==> src/rtl/counter_ctrl_in_pkg.sv <==
// Shared definitions for the counter_ctrl_in button conditioner: FSM encoding,
// button indices and default timing parameters.
package counter_ctrl_in_pkg;

    typedef enum logic [1:0] {
        ST_IDLE  = 2'd0,
        ST_RUN   = 2'd1,
        ST_HOLD  = 2'd2,
        ST_CLEAR = 2'd3
    } state_t;

    localparam int NUM_BTN   = 4;
    localparam int BTN_START = 0;
    localparam int BTN_STOP  = 1;
    localparam int BTN_RST   = 2;
    localparam int BTN_TGL   = 3;

    localparam int DB_CYCLES_DEF  = 16;
    localparam int CLR_CYCLES_DEF = 2;

endpackage

==> src/rtl/counter_ctrl_in_if.sv <==
// Button inputs and level controls between the push-button panel and counter_top.
interface counter_ctrl_in_if;
    logic btn_start;
    logic btn_stop;
    logic btn_rst;
    logic btn_tgl;
    logic cnt_start;
    logic cnt_stop;
    logic cnt_rst;
    logic disp_tgl;

    modport master (
        output btn_start, btn_stop, btn_rst, btn_tgl,
        input  cnt_start, cnt_stop, cnt_rst, disp_tgl
    );

    modport slave (
        input  btn_start, btn_stop, btn_rst, btn_tgl,
        output cnt_start, cnt_stop, cnt_rst, disp_tgl
    );
endinterface

==> src/rtl/counter_ctrl_in_btn_debounce.sv <==
// One button path: 2-FF synchronizer, stability counter and a registered
// one-cycle press pulse on each accepted 0->1 transition.
module btn_debounce #(
    parameter int DB_CYCLES = 16
) (
    input  logic clk,
    input  logic rst,
    input  logic btn_raw,
    output logic press
);
    localparam int CW = $clog2(DB_CYCLES + 1);

    logic          sync1_reg;
    logic          sync2_reg;
    logic          db_reg;
    logic          db_d_reg;
    logic          press_reg;
    logic [CW-1:0] cnt_reg;

    always_ff @(posedge clk or negedge rst) begin
        if (!rst) begin
            sync1_reg <= 1'b0;
            sync2_reg <= 1'b0;
            db_reg    <= 1'b0;
            db_d_reg  <= 1'b0;
            press_reg <= 1'b0;
            cnt_reg   <= '0;
        end else begin
            sync1_reg <= btn_raw;
            sync2_reg <= sync1_reg;
            db_d_reg  <= db_reg;
            press_reg <= db_reg & ~db_d_reg;
            // The flip happens on the sample that would bring the count to DB_CYCLES.
            if (sync2_reg == db_reg) begin
                cnt_reg <= '0;
            end else if (cnt_reg == CW'(DB_CYCLES - 1)) begin
                db_reg  <= sync2_reg;
                cnt_reg <= '0;
            end else begin
                cnt_reg <= cnt_reg + CW'(1);
            end
        end
    end

    assign press = press_reg;

endmodule

==> src/rtl/counter_ctrl_in.sv <==
// Debounces four push-buttons and drives legal run/hold/clear/display levels to
// counter_top. Optional ctrl_err output is enabled by defining CTRL_ERR_FLAG_EN.
module counter_ctrl_in
    import counter_ctrl_in_pkg::*;
#(
    parameter int DB_CYCLES  = DB_CYCLES_DEF,
    parameter int CLR_CYCLES = CLR_CYCLES_DEF
) (
    input  logic clk,
    input  logic rst,
`ifdef CTRL_ERR_FLAG_EN
    output logic ctrl_err,
`endif
    counter_ctrl_in_if.slave bus
);
    localparam int                CLR_W    = $clog2(CLR_CYCLES + 1);
    localparam logic [CLR_W-1:0]  CLR_INIT = CLR_W'(CLR_CYCLES - 1);

    logic [NUM_BTN-1:0] raw;
    logic [NUM_BTN-1:0] press;

    assign raw[BTN_START] = bus.btn_start;
    assign raw[BTN_STOP]  = bus.btn_stop;
    assign raw[BTN_RST]   = bus.btn_rst;
    assign raw[BTN_TGL]   = bus.btn_tgl;

    generate
        for (genvar gi = 0; gi < NUM_BTN; gi++) begin : g_btn
            btn_debounce #(.DB_CYCLES(DB_CYCLES)) u_db (
                .clk     (clk),
                .rst     (rst),
                .btn_raw (raw[gi]),
                .press   (press[gi])
            );
        end
    endgenerate

    state_t           state_reg, state_next;
    logic [CLR_W-1:0] clr_reg, clr_next;
    logic             cnt_start_reg, cnt_stop_reg, cnt_rst_reg, disp_reg;

    // Highest-priority event wins; anything that arrives during CLEAR is dropped.
    always_comb begin
        state_next = state_reg;
        clr_next   = clr_reg;
        if (state_reg == ST_CLEAR) begin
            if (clr_reg == '0) state_next = ST_IDLE;
            else               clr_next   = clr_reg - CLR_W'(1);
        end else if (press[BTN_RST]) begin
            state_next = ST_CLEAR;
            clr_next   = CLR_INIT;
        end else if (press[BTN_STOP]) begin
            if (state_reg == ST_RUN) state_next = ST_HOLD;
        end else if (press[BTN_START]) begin
            state_next = ST_RUN;
        end
    end

    always_ff @(posedge clk or negedge rst) begin
        if (!rst) begin
            state_reg     <= ST_IDLE;
            clr_reg       <= '0;
            cnt_start_reg <= 1'b0;
            cnt_stop_reg  <= 1'b0;
            cnt_rst_reg   <= 1'b0;
            disp_reg      <= 1'b0;
        end else begin
            state_reg     <= state_next;
            clr_reg       <= clr_next;
            cnt_start_reg <= (state_next == ST_RUN);
            cnt_stop_reg  <= (state_next == ST_HOLD);
            cnt_rst_reg   <= (state_next == ST_CLEAR);
            if (press[BTN_TGL]) disp_reg <= ~disp_reg;
        end
    end

    assign bus.cnt_start = cnt_start_reg;
    assign bus.cnt_stop  = cnt_stop_reg;
    assign bus.cnt_rst   = cnt_rst_reg;
    assign bus.disp_tgl  = disp_reg;

`ifdef CTRL_ERR_FLAG_EN
    logic err_next, err_reg;

    always_comb begin
        err_next = 1'b0;
        if (state_reg == ST_CLEAR)
            err_next = press[BTN_START] | press[BTN_STOP] | press[BTN_RST];
        else
            err_next = (press[BTN_START] & press[BTN_STOP]) |
                       (press[BTN_START] & press[BTN_RST])  |
                       (press[BTN_STOP]  & press[BTN_RST]);
    end

    always_ff @(posedge clk or negedge rst) begin
        if (!rst) err_reg <= 1'b0;
        else      err_reg <= err_next;
    end

    assign ctrl_err = err_reg;
`endif

endmodule

==> src/flat_wrapper.sv <==
// flat-port wrapper written by rule: the top's interface ports become plain ports
module counter_ctrl_in_flat import counter_ctrl_in_pkg::*;
#(
    parameter int DB_CYCLES  = DB_CYCLES_DEF,
    parameter int CLR_CYCLES = CLR_CYCLES_DEF
)
  (clk, rst, bus_btn_start, bus_btn_stop, bus_btn_rst, bus_btn_tgl, bus_cnt_start, bus_cnt_stop, bus_cnt_rst, bus_disp_tgl);
  counter_ctrl_in_if bus_i ();
  input  logic clk;
  input  logic rst;
  input wire logic [$bits(bus_i.btn_start)-1:0] bus_btn_start;
  input wire logic [$bits(bus_i.btn_stop)-1:0] bus_btn_stop;
  input wire logic [$bits(bus_i.btn_rst)-1:0] bus_btn_rst;
  input wire logic [$bits(bus_i.btn_tgl)-1:0] bus_btn_tgl;
  output wire logic [$bits(bus_i.cnt_start)-1:0] bus_cnt_start;
  output wire logic [$bits(bus_i.cnt_stop)-1:0] bus_cnt_stop;
  output wire logic [$bits(bus_i.cnt_rst)-1:0] bus_cnt_rst;
  output wire logic [$bits(bus_i.disp_tgl)-1:0] bus_disp_tgl;
  assign bus_i.btn_start = bus_btn_start;
  assign bus_i.btn_stop = bus_btn_stop;
  assign bus_i.btn_rst = bus_btn_rst;
  assign bus_i.btn_tgl = bus_btn_tgl;
  assign bus_cnt_start = bus_i.cnt_start;
  assign bus_cnt_stop = bus_i.cnt_stop;
  assign bus_cnt_rst = bus_i.cnt_rst;
  assign bus_disp_tgl = bus_i.disp_tgl;
  counter_ctrl_in #(.DB_CYCLES(DB_CYCLES), .CLR_CYCLES(CLR_CYCLES)) u_core (.clk(clk), .rst(rst), .bus(bus_i));
endmodule
==> config.mk <==
export PLATFORM = sky130hd
export DESIGN_NAME = counter_ctrl_in_flat
export DESIGN_NICKNAME = d
export VERILOG_FILES = /design/src/rtl/counter_ctrl_in_pkg.sv /design/src/rtl/counter_ctrl_in_if.sv /design/src/rtl/counter_ctrl_in_btn_debounce.sv /design/src/rtl/counter_ctrl_in.sv /design/src/flat_wrapper.sv
export SDC_FILE = /design/constraint.sdc
export NUM_CORES = 1
export LEC_CHECK = 0
export CORE_ASPECT_RATIO = 0.7
export CORE_UTILIZATION = 54
export CTS_BUF_LIST = sky130_fd_sc_hd__clkbuf_4 sky130_fd_sc_hd__clkbuf_8 sky130_fd_sc_hd__clkbuf_16
export CTS_CLUSTER_SIZE = 40
export DETAILED_ROUTE_END_ITERATION = 8
export PLACE_DENSITY_LB_ADDON = 0.3
export SYNTH_ARGS = -nofsm -noshare
export SYNTH_HDL_FRONTEND = slang
export SYNTH_SLANG_ARGS = --single-unit
==> constraint.sdc <==
create_clock -name clk -period 2.4 [get_ports clk]
set_input_delay 0.72 -clock clk [delete_from_list [all_inputs] [get_ports clk]]
set_output_delay 0.72 -clock clk [all_outputs]
set_load 0.01 [all_outputs]
==> flow_metrics.py, run 1 <==
metrics = {
    "cts": {
        "cts-buffers-inserted": 5,
        "insertion_delay_ns": 0.28,
        "cts.htree.levels": 2,
        "cts_tree": "done",
        "cts.clk_slew.worst_paths_ns": 0.08,
        "ctsResizeCount": 0,
        "post_cts_buffers": 0,
        "ctsLongestPathBuffers": 2,
        "cts.sinks": 48,
        "cts_hold_buf": 0,
        "root_buffer": "clkbuf_8",
    },
    "flow_run": {
        "drv_cap": 0,
    },
    "synthesis": {
        "synth_edf_count": 0,
        "synth_top_cell_by_area": "dfrtp_1",
        "synthDistinctLibCells": 23,
        "ys_seq_area_share_pct": 66.30,
        "synth-seq-cells": 48,
        "synth.most_common_cell": "dfrtp_1",
        "syn_area_per_cell_sq_um": 13.42,
        "asyncSetResetFlopFracSynth_pct": 100.0,
        "syn-num-nets": 146,
        "syn_inst": 135,
        "synth_top_area_share_pct": 66.30,
        "synthTopCellsByArea": "dfrtp_1 66%, xor2_1 6.8%, ha_1 3.5%",
        "ys.flop_type": "dfrtp_1",
        "yosysWarnings": 0,
        "syn_area_sq_um": 1812,
        "yosys-top-cells-count": "48 x dfrtp_1, 16 x nor2_1, 14 x xor2_1, 10 x nand3_1",
    },
    "finish": {
        "fin_area_sq_um": 2051,
        "largest_reg_flops": 20,
        "drive_above_1_share_pct": 13.82,
        "syn2layout_area_growth_pct": 13.19,
        "fin_util_pct": 64.71,
        "num_antenna_cells": 0,
        "final_net_count": 162,
    },
    "worst_setup_path": {
        "cp_top_family": "buffers and inverters",
        "crit_path_end_kind": "output pin",
        "crit_required_ns": 1.68,
        "r2r_cells": 4,
        "worst-path-buf-inv": 1,
        "crit_chain": "clkdlybuf4s50_1",
        "slowest_stage": "clkdlybuf4s50_1",
        "critical_path_class": "reg -> out",
        "cp-start-kind": "register",
        "critical_path.max_stage_delay_ns": 0.54,
        "r2r_slack_ns": 1.11,
        "cp_num_cells": 1,
        "crit_arrival_ns": 1.19,
        "critPathMaxFanout": 2,
    },
    "floorplanning": {
        "initial_utilization_pct": 57.17,
        "dieWidth_microns": 71.23,
        "die_area_sq_um": 3594,
        "die_h_microns": 50.46,
        "core_area_sq_um": 3169,
        "num_io_pins": 10,
        "rows": 17,
    },
    "grt": {
        "grt_pass1_wl_mm": 4.519,
        "grt.overflow.total": 0,
        "grt_pass1_vias": 1039,
        "antenna_found_initial": 0,
        "grt_start_max_net_pins": 26,
        "track_usage_pct": 17.23,
    },
    "sta": {
        "post-route-period-util_pct": 79.72,
        "worstMarginPinSlew_ns": 0.5559,
        "finalHoldViolCount": 0,
        "finalClockSkew_ns": 0.002319,
        "fmax_mhz": 522.6,
        "rsz0062_at_grt": "false",
        "whs_ns": 0.3510,
        "period_needed_ns": 1.913,
        "slew_headroom_pct": 62.94,
        "final_max_slew_viol_count": 0,
        "finalSetupViolations": 0,
        "setup_tns_ns": 0,
    },
    "outcome": {
        "status": "finished, violations left",
        "violations": "DRC",
    },
    "drt": {
        "wl_mm": 2.454,
        "drc": 1,
        "ant_nets": 0,
        "wl_per_cell_microns": 12.92,
        "vias_per_cell": 5.089,
        "firstDrtPassIters": 6,
        "via_count": 967,
        "drt_iter0_drc": 59,
    },
    "placed_design": {
        "dpl_cell_area_sq_um": 1953,
        "finalWeightedCongestion": 0.7530,
        "dpl.hpwl_mm": 1.805,
        "portBuffers": 9,
    },
    "pwr": {
        "p_leak_nw": 1.068,
        "ir_drop_v": 0.0005290,
        "powerDensity_nw_per_um2": 689.7,
        "report.power.total_w": 0.001414,
    },
    "hold_path": {
        "hp-class": "reg -> reg",
        "whs_path_depth": 0,
    },
}
-- power by group --
part | internal, W | switching, W
Combinational | 0.0000333 | 0.0000400
Clock | 0.000257 | 0.000230
Sequential | 0.000835 | 0.0000184
-- final cells by class --
cell class / instances / area [sq um]
multi-input combinational: 80 / 576.8
timing repair buffer: 10 / 105.1
clock buffer: 8 / 97.59
tap: 38 / 47.55
fill: 231 / 1119
sequential: 48 / 1201
inverter: 6 / 22.52
-- placed cells by master, fill, tap and decap left out --
master,n
and2_4,1
and2_1,6
nor2_1,16
nor3_2,1
nor4_4,1
o21ai_1,4
nand2b_1,3
xor2_1,14
mux2_1,1
clkbuf_8,6
nand2_1,1
nand3_1,10
mux2_2,3
buf_2,1
a31oi_1,1
nor2b_1,4
dfrtp_1,48
o21ai_4,1
clkdlybuf4s50_1,8
inv_1,6
clkbuf_4,2
a21oi_2,1
and3_1,4
buf_12,1
ha_1,5
o31ai_2,2
and3b_2,1
-- stage by stage --
step / setup slack [ns] / std cells
floorplan: 1.230 / 135
global placement: 0.8116 / 182
detailed placement: 0.7882 / 182
CTS: 0.4736 / 190
global route: 0.4450 / 190
finish: 0.4866 / 190
-- worst paths after layout --
path	startpoint	to
max reg2reg	u_core.g_btn[0].u_db.cnt_reg[0]$_DFF_PN0_	u_core.g_btn[0].u_db.db_reg$_DFFE_PN0P_
max in group asynchronous	rst	u_core.state_reg[0]$_DFF_PN0_
min reg2reg	u_core.g_btn[2].u_db.sync1_reg$_DFF_PN0_	u_core.g_btn[2].u_db.sync2_reg$_DFF_PN0_
max	u_core.bus.disp_tgl$_DFFE_PN0P_	bus_disp_tgl
min	u_core.g_btn[2].u_db.sync1_reg$_DFF_PN0_	u_core.g_btn[2].u_db.sync2_reg$_DFF_PN0_
min in group asynchronous	rst	u_core.g_btn[3].u_db.db_reg$_DFFE_PN0P_
-- cell families after synthesis --
kind of cell	synth area share (%)
compound gates	4.213
xor+xnor	6.768
fa+ha+maj	3.453
buf+inv	1.865
flops	66.30
mux	2.486
simple gates	14.92
-- metal layers --
metal	vias to the layer above	wire length, microns	global-route usage (%)
li1	472	-	-
met1	471	1095	20.77
met2	18	1227	28.10
met3	6	87	5.422
met4	0	44	9.000
met5	-	0	0
(Power assumes the default switching activity.)
==> run 2: changes to the inputs <==
==> constraint.sdc (replaced) <==
create_clock -name clk -period 1.9 [get_ports clk]
set_input_delay 0.57 -clock clk [delete_from_list [all_inputs] [get_ports clk]]
set_output_delay 0.57 -clock clk [all_outputs]
set_load 0.01 [all_outputs]
==> flow_metrics.py, run 2 (synthesis results as in run 1) <==
metrics = {
    "pwr": {
        "pwr-share-comb_pct": 4.9,
        "ir_drop_v": 0.0005852,
        "power_switching_w": 0.0003797,
        "p_leak_nw": 1.067,
        "p_sw_share_pct": 21.12,
        "p_clk_share_pct": 35.1,
        "report.power.total_w": 0.001798,
        "p_int_w": 0.001419,
        "powerDensity_nw_per_um2": 879.6,
        "seq_power_share_pct": 60.0,
    },
    "outcome": {
        "violations": "DRC",
        "status": "finished, violations left",
    },
    "worst_setup_path": {
        "crit_path_end_kind": "output pin",
        "critical_path.max_stage_delay_ns": 0.54,
        "worst-path-buf-inv": 1,
        "r2r_slack_ns": 0.60,
        "critPathMaxFanout": 2,
        "critical_path_class": "reg -> out",
        "crit_arrival_ns": 1.19,
        "slowest_stage": "clkdlybuf4s50_1",
        "crit_required_ns": 1.33,
        "cp-start-kind": "register",
        "crit_chain": "clkdlybuf4s50_1",
        "cp_top_family": "buffers and inverters",
    },
    "finish": {
        "syn2layout_area_growth_pct": 12.85,
        "drive_above_1_share_pct": 13.82,
        "final_common_cell": "dfrtp_1",
        "final_cells": 190,
        "regArea_sq_um": 1201,
        "final_cell_mix": "48 x dfrtp_1, 16 x nor2_1, 14 x xor2_1, 10 x nand3_1, 8 x clkdlybuf4s50_1",
        "largest_reg_flops": 20,
        "fillCellCount": 225,
        "multi_input_area_sq_um": 576.8,
        "num_antenna_cells": 0,
        "final_net_count": 163,
        "fin_util_pct": 64.51,
        "fin_area_sq_um": 2044,
    },
    "cts": {
        "cts_tree": "done",
        "cts_hold_buf": 0,
        "cts.clk_slew.worst_paths_ns": 0.08,
        "ctsLongestPathBuffers": 2,
        "cts.htree.levels": 2,
        "insertion_delay_ns": 0.30,
        "cts-buffers-inserted": 5,
        "cts.sinks": 48,
        "post_cts_buffers": 0,
        "ctsResizeCount": 0,
        "root_buffer": "clkbuf_8",
    },
    "grt": {
        "use_met2_pct": 27.78,
        "globalRouteMet3Util_pct": 7.229,
        "grt.overflow.total": 0,
        "antenna_found_initial": 0,
        "met1_usage_pct": 20.50,
        "grt_pass1_vias": 1047,
        "grt.busiest_layer": "met2",
        "track_usage_pct": 17.36,
        "grt_start_max_net_pins": 25,
        "grt_pass1_wl_mm": 4.478,
    },
    "floorplanning": {
        "dieWidth_microns": 71.23,
        "core_area_sq_um": 3169,
        "initial_utilization_pct": 57.17,
        "num_io_pins": 10,
        "die_h_microns": 50.46,
        "die_area_sq_um": 3594,
        "rows": 17,
    },
    "drt": {
        "via_count": 1000,
        "wl_mm": 2.491,
        "firstDrtPassIters": 6,
        "wl_per_cell_microns": 13.11,
        "vias_per_cell": 5.263,
        "ant_nets": 0,
        "drc": 1,
        "drt_iter0_drc": 26,
    },
    "placed_design": {
        "placedCellCount": 183,
        "finalWeightedCongestion": 0.7533,
        "portBuffers": 9,
        "dpl_cell_area_sq_um": 1948,
        "dpl.hpwl_mm": 1.725,
    },
    "sta": {
        "period_needed_ns": 1.763,
        "setup_tns_ns": 0,
        "slew_headroom_pct": 78.21,
        "worstMarginPinSlew_ns": 0.3268,
        "finalClockSkew_ns": 0.004384,
        "fmax_mhz": 567.1,
        "finalHoldViolCount": 0,
        "finalSetupViolations": 0,
        "final_max_slew_viol_count": 0,
        "rsz0062_at_grt": "false",
        "post-route-period-util_pct": 92.80,
    },
    "flow_run": {
        "drv_cap": 0,
    },
    "hold_path": {
        "hp-class": "in -> async",
    },
}
run 2: worst reg2reg max path: stages (launching register included):
cell and delay, ns:
dfrtp_1 0.39, ha_1 0.20, nand3_1 0.14, nor2_1 0.13, mux2_2 0.34
run 2: power groups by stage:
stage	Clock (W)	Sequential (W)	Combinational, W
floorplan	0	0.00109	0.0000437
global placement	0	0.00109	0.0000846
detailed placement	0	0.00110	0.0000906
CTS	0.000647	0.00108	0.0000916
global route	0.000687	0.00108	0.000105
finish	0.000632	0.00108	0.0000878
run 2: routing by layer:
layer	wire (microns)	vias to the layer above
met5	0	-
met4	38	0
met3	66	5
met2	1229	13
met1	1157	505
li1	-	477
run 2: cell type report:
class	count	share of cell area, %
timing repair buffer	11	4.896
clock buffer	7	4.712
sequential	48	58.75
inverter	6	1.102
tap	38	2.326
multi-input combinational	80	28.21
run 2: final timing paths:
path                                                      startpoint                                  endpoint  cells past startpoint
setup / recovery                     u_core.bus.disp_tgl$_DFFE_PN0P_                              bus_disp_tgl                      1
hold reg to reg             u_core.g_btn[2].u_db.sync1_reg$_DFF_PN0_  u_core.g_btn[2].u_db.sync2_reg$_DFF_PN0_                      0
setup reg to reg           u_core.g_btn[3].u_db.cnt_reg[0]$_DFF_PN0_   u_core.g_btn[3].u_db.db_reg$_DFFE_PN0P_                      4
max in group asynchronous                                        rst             u_core.clr_reg[1]$_DFFE_PN0P_                      2
min in group clk            u_core.g_btn[2].u_db.sync1_reg$_DFF_PN0_  u_core.g_btn[2].u_db.sync2_reg$_DFF_PN0_                      0
hold / removal                                                   rst  u_core.g_btn[1].u_db.sync1_reg$_DFF_PN0_                      2
run 2: stage by stage:
| stage | setup slack (ns) | hold WS, ns |
|---|---|---|
| floorplan | 0.7298 | 0.2744 |
| global placement | 0.4613 | 0.3323 |
| detailed placement | 0.4550 | 0.3393 |
| CTS | 0.1237 | 0.2576 |
| global route | 0.09977 | 0.2816 |
| finish | 0.1367 | 0.2472 |
